**config.mk**
```make
export PLATFORM = sky130hd
export DESIGN_NAME = dsp_mac_sequencer
export DESIGN_NICKNAME = d
export VERILOG_FILES = /design/src/rtl/dsp_seq_pkg.sv /design/src/rtl/dsp_mac_sequencer.sv
export SDC_FILE = /design/constraint.sdc
export NUM_CORES = 1
export LEC_CHECK = 0
export BUFFER_PORTS_ARGS = -buffer_cell sky130_fd_sc_hd__buf_2
export CAP_MARGIN = 20
export CORE_UTILIZATION = 46
export CTS_BUF_LIST = sky130_fd_sc_hd__clkbuf_4 sky130_fd_sc_hd__clkbuf_8
export CTS_CLUSTER_SIZE = 28
export DETAILED_ROUTE_END_ITERATION = 10
export PLACE_DENSITY = 0.93
export SKIP_LAST_GASP = 1
export SYNTH_ARGS = -nofsm -noshare
export SYNTH_HDL_FRONTEND = slang
export SYNTH_SLANG_ARGS = --single-unit
```
**constraint.sdc**
```tcl
create_clock -name clk -period 3.7 [get_ports clk]
set_clock_uncertainty 0.2 [all_clocks]
set_input_delay 0 -clock clk [delete_from_list [all_inputs] [get_ports clk]]
set_output_delay 0 -clock clk [all_outputs]
set_load 0.05 [all_outputs]
```
**src/rtl/dsp_seq_pkg.sv**
```systemverilog
// Shared types and constants for the MAC sequencer and the slice it drives.
package dsp_seq_pkg;

  typedef enum logic [2:0] {
    ST_IDLE   = 3'd0,
    ST_CLEAR  = 3'd1,
    ST_STREAM = 3'd2,
    ST_DRAIN  = 3'd3,
    ST_RESULT = 3'd4
  } seq_state_e;

  // Slice operating modes (one-hot mode select on the slice).
  localparam logic [2:0] MODE_ADD = 3'b001;
  localparam logic [2:0] MODE_MUL = 3'b010;
  localparam logic [2:0] MODE_MAC = 3'b100;

  // Slice latency from operand presentation to accumulator output.
  localparam int DRAIN_CYCLES = 3;
  localparam int DRAIN_W      = $clog2(DRAIN_CYCLES);

endpackage

```
**src/rtl/dsp_mac_sequencer.sv**
```systemverilog
// Command-driven initiator: clears a dsp_slice, streams operand pairs into
// it in MAC mode, waits out the slice pipeline and returns the accumulator.
module dsp_mac_sequencer
  import dsp_seq_pkg::*;
#(
  parameter int DWIDTH = 16,
  parameter int LEN_W  = 8
) (
  input  logic                     clk,
  input  logic                     reset,
  // command port
  input  logic                     cmd_valid,
  output logic                     cmd_ready,
  input  logic [LEN_W-1:0]         cmd_len,
  // operand stream
  input  logic                     op_valid,
  output logic                     op_ready,
  input  logic signed [DWIDTH-1:0] op_a,
  input  logic signed [DWIDTH-1:0] op_b,
  // result port
  output logic                     res_valid,
  input  logic                     res_ready,
  output logic [DWIDTH-1:0]        res_data,
  // slice side
  output logic                     slice_reset,
  output logic [2:0]               slice_mode,
  output logic [DWIDTH-1:0]        slice_a,
  output logic [DWIDTH-1:0]        slice_b,
  output logic                     slice_carry_in,
  input  logic [DWIDTH-1:0]        slice_c_out
);

  seq_state_e         state_q, state_d;
  logic [LEN_W-1:0]   rem_q, rem_d;
  logic [DRAIN_W-1:0] drain_q, drain_d;
  logic [DWIDTH-1:0]  res_q, res_d;
  logic               op_fire;

  // State, pair count, drain counter and captured result.
  always_ff @(posedge clk) begin
    if (reset) begin
      state_q <= ST_IDLE;
      rem_q   <= '0;
      drain_q <= '0;
      res_q   <= '0;
    end else begin
      state_q <= state_d;
      rem_q   <= rem_d;
      drain_q <= drain_d;
      res_q   <= res_d;
    end
  end

  // Next-state and handshake/slice outputs; operands are zero except on an
  // accepted pair so idle cycles add 0*0 to the accumulator.
  always_comb begin
    state_d        = state_q;
    rem_d          = rem_q;
    drain_d        = drain_q;
    res_d          = res_q;
    cmd_ready      = 1'b0;
    op_ready       = 1'b0;
    res_valid      = 1'b0;
    op_fire        = 1'b0;
    slice_a        = '0;
    slice_b        = '0;
    slice_mode     = MODE_MAC;
    slice_carry_in = 1'b0;
    slice_reset    = reset;

    case (state_q)
      ST_IDLE: begin
        cmd_ready = 1'b1;
        if (cmd_valid) begin
          rem_d   = cmd_len;
          state_d = ST_CLEAR;
        end
      end

      ST_CLEAR: begin
        slice_reset = 1'b1;
        drain_d     = '0;
        state_d     = (rem_q != '0) ? ST_STREAM : ST_DRAIN;
      end

      ST_STREAM: begin
        op_ready = 1'b1;
        op_fire  = op_valid;
        if (op_fire) begin
          slice_a = op_a;
          slice_b = op_b;
          rem_d   = rem_q - 1'b1;
          if (rem_q == LEN_W'(1)) begin
            drain_d = '0;
            state_d = ST_DRAIN;
          end
        end
      end

      ST_DRAIN: begin
        drain_d = drain_q + 1'b1;
        // Last drain cycle: the final pair is now visible on slice_c_out.
        if (drain_q == DRAIN_W'(DRAIN_CYCLES - 1)) begin
          drain_d = '0;
          res_d   = slice_c_out;
          state_d = ST_RESULT;
        end
      end

      ST_RESULT: begin
        res_valid = 1'b1;
        if (res_ready) state_d = ST_IDLE;
      end

      default: state_d = ST_IDLE;
    endcase
  end

  assign res_data = res_q;

endmodule

```
# == Yosys cells after proc, flatten, opt, wreduce, memory -nomap -nowiden ==
# Cells that the tools add are included.
# totals
register_bits,29
output_inout_bits,56
in_bits,61
word_cells,47
# classes
n_reduce_logical,8
mux,22
n_addsub,2
eq_ne,11
# op_table
cell,count
two-way mux 16 bit,4
two-way mux 8 bit,2
case mux 8 bit (2 select lines),1
two-way mux 3 bit,5
case mux 3 bit (5 select lines),1
"inequality test 2 bit, second input constant",5
"== test 8 x 1 -> 1 bit, second input constant",1
nonzero test 8 bit,1
"subtractor 8 x 1 -> 8 bit, second input constant",1
"== test 3 x 2 -> 1 bit, second input constant",2
two-way mux 2 bit,3
case mux 2 bit (3 select lines),1
AND reduction 3 bit,2
two-way mux 1 bit,5
AND reduction 5 bit,1
"== test 3 x 1 -> 1 bit, second input constant",1
"== test 3 bit, second input constant",1
logical NOT 3 bit,1
nonzero test 3 bit,1
"adder 2 x 1 -> 2 bit, second input constant",1
"== test 2 bit, second input constant",1
AND reduction 2 bit,1
nonzero test 2 bit,1

# == Depth between registers and ports, before layout ==
# logic_depth
ltp_word,4
mapped_depth,7
ltp_nobuf,6

# == Worst setup path before layout ==
# OpenSTA, ideal clock, no wires.
# synth_path
path_kind,reg-to-output
start,reg state_q[1]
end,out slice_a[10]
slack_ps,1753
path_stages_with_launch,6
t_arrival_ps,1747
required_ps,3500
path_buffers,2
cell_sequence,dfxtp_1 buf_6 or3b_4 inv_4 buf_2 and3_1
# synth_via
elab_chain_cells,2
# synth_lines
element,line,rtl
start: declaration,dsp_mac_sequencer.sv:33,"seq_state_e state_q, state_d;"
start signal: assignment,dsp_mac_sequencer.sv:47,state_q <= state_d;
== test 3 x 2 -> 1 bit,dsp_mac_sequencer.sv:71,case (state_q)
two-way mux 16 bit,dsp_mac_sequencer.sv:71,
end: declaration,dsp_mac_sequencer.sv:27,"output logic [DWIDTH-1:0] slice_a,"
# No other way between the ends.

# == Worst setup path after layout ==
# layout_path
start,reg state_q[1]
end,reg rem_q[3]
# layout_via
elab_chain_cells,3
word_cells_on_any_way,7
classes_between,eq/ne: 3; mux: 1; reduce/logical: 3
# layout_lines
element,line,rtl
== test 3 x 2 -> 1 bit / logical NOT 3 bit (equally long branches),dsp_mac_sequencer.sv:71,
inequality test 2 bit (no source line) / nonzero test 2 bit (equally long branches),n/a,
AND reduction 3 bit (no source line),n/a,
end signal: assignment,dsp_mac_sequencer.sv:48,rem_q <= rem_d;
end: declaration,dsp_mac_sequencer.sv:34,"logic [LEN_W-1:0] rem_q, rem_d;"
# Several ways; a longest one is shown, not always the timed one.
# A chain may end at the register's enable or synchronous reset.

==> impl_results.md <==
* Largest net degree at the start of global routing at 42
* Core area at roughly 0.0034 mm^2
* Place WS at 1558 ps
* HPWL after detailed placement at 3306 um
* Max_cap viols at 0
* Synthesized area per cell at 7.627 um^2
* Crit Path Max Fanout at 41
* Crit path kind: reg -> reg
* Ranking of synthesized cells by area: dfxtp_1 (35%), and3_1 (12%), nand2_1 (8.5%)
* Max Root-Sink Buffers at 2
* First-pass GRT wire length at 9515 um
* Clock Sinks at 29
* Register area share after synthesis at 34.60%
* FP Rows at 21
* Crit share post-route at 74.05%
* Pwr dens at slightly above 400 mW/mm^2
* Synth Instances at 220
* Die area at around 0.004 mm^2
* Starting density of the core at 49.12%
* RSZ-0062 raised after global routing: no
* Post-Route Setup TNS at 0 ps
* Post-synth ARST share at 0%
* Netlist cell types at 45
* IO buf count at 112
* Setup ws final at 960.1 ps
* Die Wd at 62.40 um
* # setup viols final at 0
* CTS Hold Bufs at 50
* Tot GR Track Use at a little under a third
* Total power draw at 0.001109 W
* Fmax at between 300 and 400 MHz
* DR vias/cell at around 5.3
* Initial DRT Pass Iterations at 5
* Initial antenna violation count at 0
* Die height at 62.40 um
* Slew @ Worst Pin at 988.0 ps
* Placed insts at 358
* WL met3 at 405 um
* Post-synthesis mux area share at approximately 1.3%
* Gr ovfl total at 0
* Mapped cell area at 0.001678 mm^2
* Final Wtd Congestion at ~0.8
* Synth Area in Compound Gates at around 17%
* Clock slew seen by the registers of the worst setup and hold paths at around 90 ps
* Crit path DAT at ~2800 ps
* Post-synth top area share at 34.60%
* Run status: completed
* # resized after CTS at 0
* Most common flop cell mapped by yosys: dfxtp_1
* Via count at about 2200
* Hold Crit Class: in -> out
* Yosys top cell by area: dfxtp_1
* Util after Layout at 79.78%
* Largest family of logic cells by synthesized area: simple AND/OR/NAND/NOR gates
* Peak VDD IR at 0.2814 mV
* Total CTS buffers at 5
* Uppermost layer routed: met4
* Final ANT Viol Nets at 0
* Met2 wire length at about 3000 um
* Final Max Tran Viols at 0
* Crit path launch type: flop
* FF-to-FF path depth at 6
* Number of cells on the worst hold path at 3
* DR iter-0 viols at 90
* Commonest non-fill, non-tap cell in the layout: buf_2
* Share of layout cells above drive strength 1 at approximately a third
* IO Count at 117
* Vias in the first global route at approximately 2000
* Slew HR at 33.78%
* Wire length on met1 at 2261 um
* Synth warn at 0
* Antenna Cells at 0
* Synth Register Bits at 29
* Worst-Skew Late Latency at 330 ps
* # Post-CTS Setup Buffers at 0
* CP Data Required Time at 3710 ps
* DRC at 0
* CTS Root Cell: clkbuf_4
* Critical path endpoint category: flop
* Clock period minus final worst setup slack at 2740 ps
* Nets at roughly 430
* Final hold vios at 0
* Routed wire per std cell at between 10 and 15 um
* Non-Filler Instances at between 400 and 500
* Most frequent cells in the layout: buf_2 (112), dlygate4sd3_1 (50), nand2_1 (38)
* Simple-gate portion of the synthesized area at 35.65%
* Post-synth EDFFs at 0
* Xor/xnor share of the synthesized area at 0%
* Pleak at 1.458 nW
* Adder-Cell Fraction of Synth Area at 2.237%
* Final wirelength at 5862 um
* Htree depth at 2
* CTS tree: yes
* Synthesis-to-layout area growth at 62.42%
worst max-delay path, cell delays in order (launching register included):
cell and delay (ps):
dfxtp_1 530, or3b_4 530, inv_4 290, mux2_2 370, nand2_1 70, a21oi_1 60
dlygate4sd3_1 580
logic make-up after synthesis:
kind of cell / after synthesis
compound gates: 49
simple gates: 109
other cells: 2
mux: 2
flops: 29
fa+ha+maj: 3
buf+inv: 26
worst paths after layout:
check,slack [ps],startpoint,end
min reg2reg,320,drain_q[0],drain_q[0]
max reg2reg,960,state_q[1],rem_q[3]
min,230,op_a[13],slice_a[13]
max,960,state_q[1],rem_q[3]
state kept, by name, indices dropped and copies added (netlist names):
signal and count:
drain_q 2, rem_q 8, res_data 16, state_q 3
cells in the mapped netlist, types with 2 or more instances:
cell	n
nand2b_1	2
nand4_1	2
inv_1	3
ha_1	3
o21ai_0	10
nor3_1	4
or3_1	2
nor2_1	9
buf_2	3
nand2_1	38
a21o_1	2
clkbuf_2	2
conb_1	2
nor3b_1	2
dfxtp_1	29
a21oi_1	28
and2_1	5
and3_1	33
clkbuf_1	9
nor3_2	2
buf_6	3
buf_4	4
metal layers:
| metal | global-route usage, % | vias up |
|---|---|---|
| met5 | 0 | - |
| met1 | 34.28 | 1014 |
| met3 | 7.482 | 23 |
| met2 | 54.67 | 124 |
| li1 | - | 1053 |
| met4 | 14.24 | 0 |
power by group:
| group | internal [W] | leakage, nW | switching (W) |
|---|---|---|---|
| clock network | 0.0000889 | 0.0303 | 0.000111 |
| registers | 0.000340 | 0.235 | 0.0000468 |
| logic | 0.000184 | 1.19 | 0.000338 |
final cells by class:
type,instances,area [um^2]
multi-input combinational,167,949.7
tap,46,57.56
inverter,4,17.52
clock inverter,1,7.507
sequential,29,580.6
clock buffer,6,51.30
fill,210,690.7
timing repair buffer,162,1061
stage by stage:
stage               instance area, um^2  hold slack (ps)
global route                       2725            241.8
global placement                   2166            38.93
detailed placement                 2166            45.84
CTS                                2725            228.9
finish                             2725            227.7
floorplan                          1685           -117.9
Note: power is estimated with default switching activity, not from simulation.
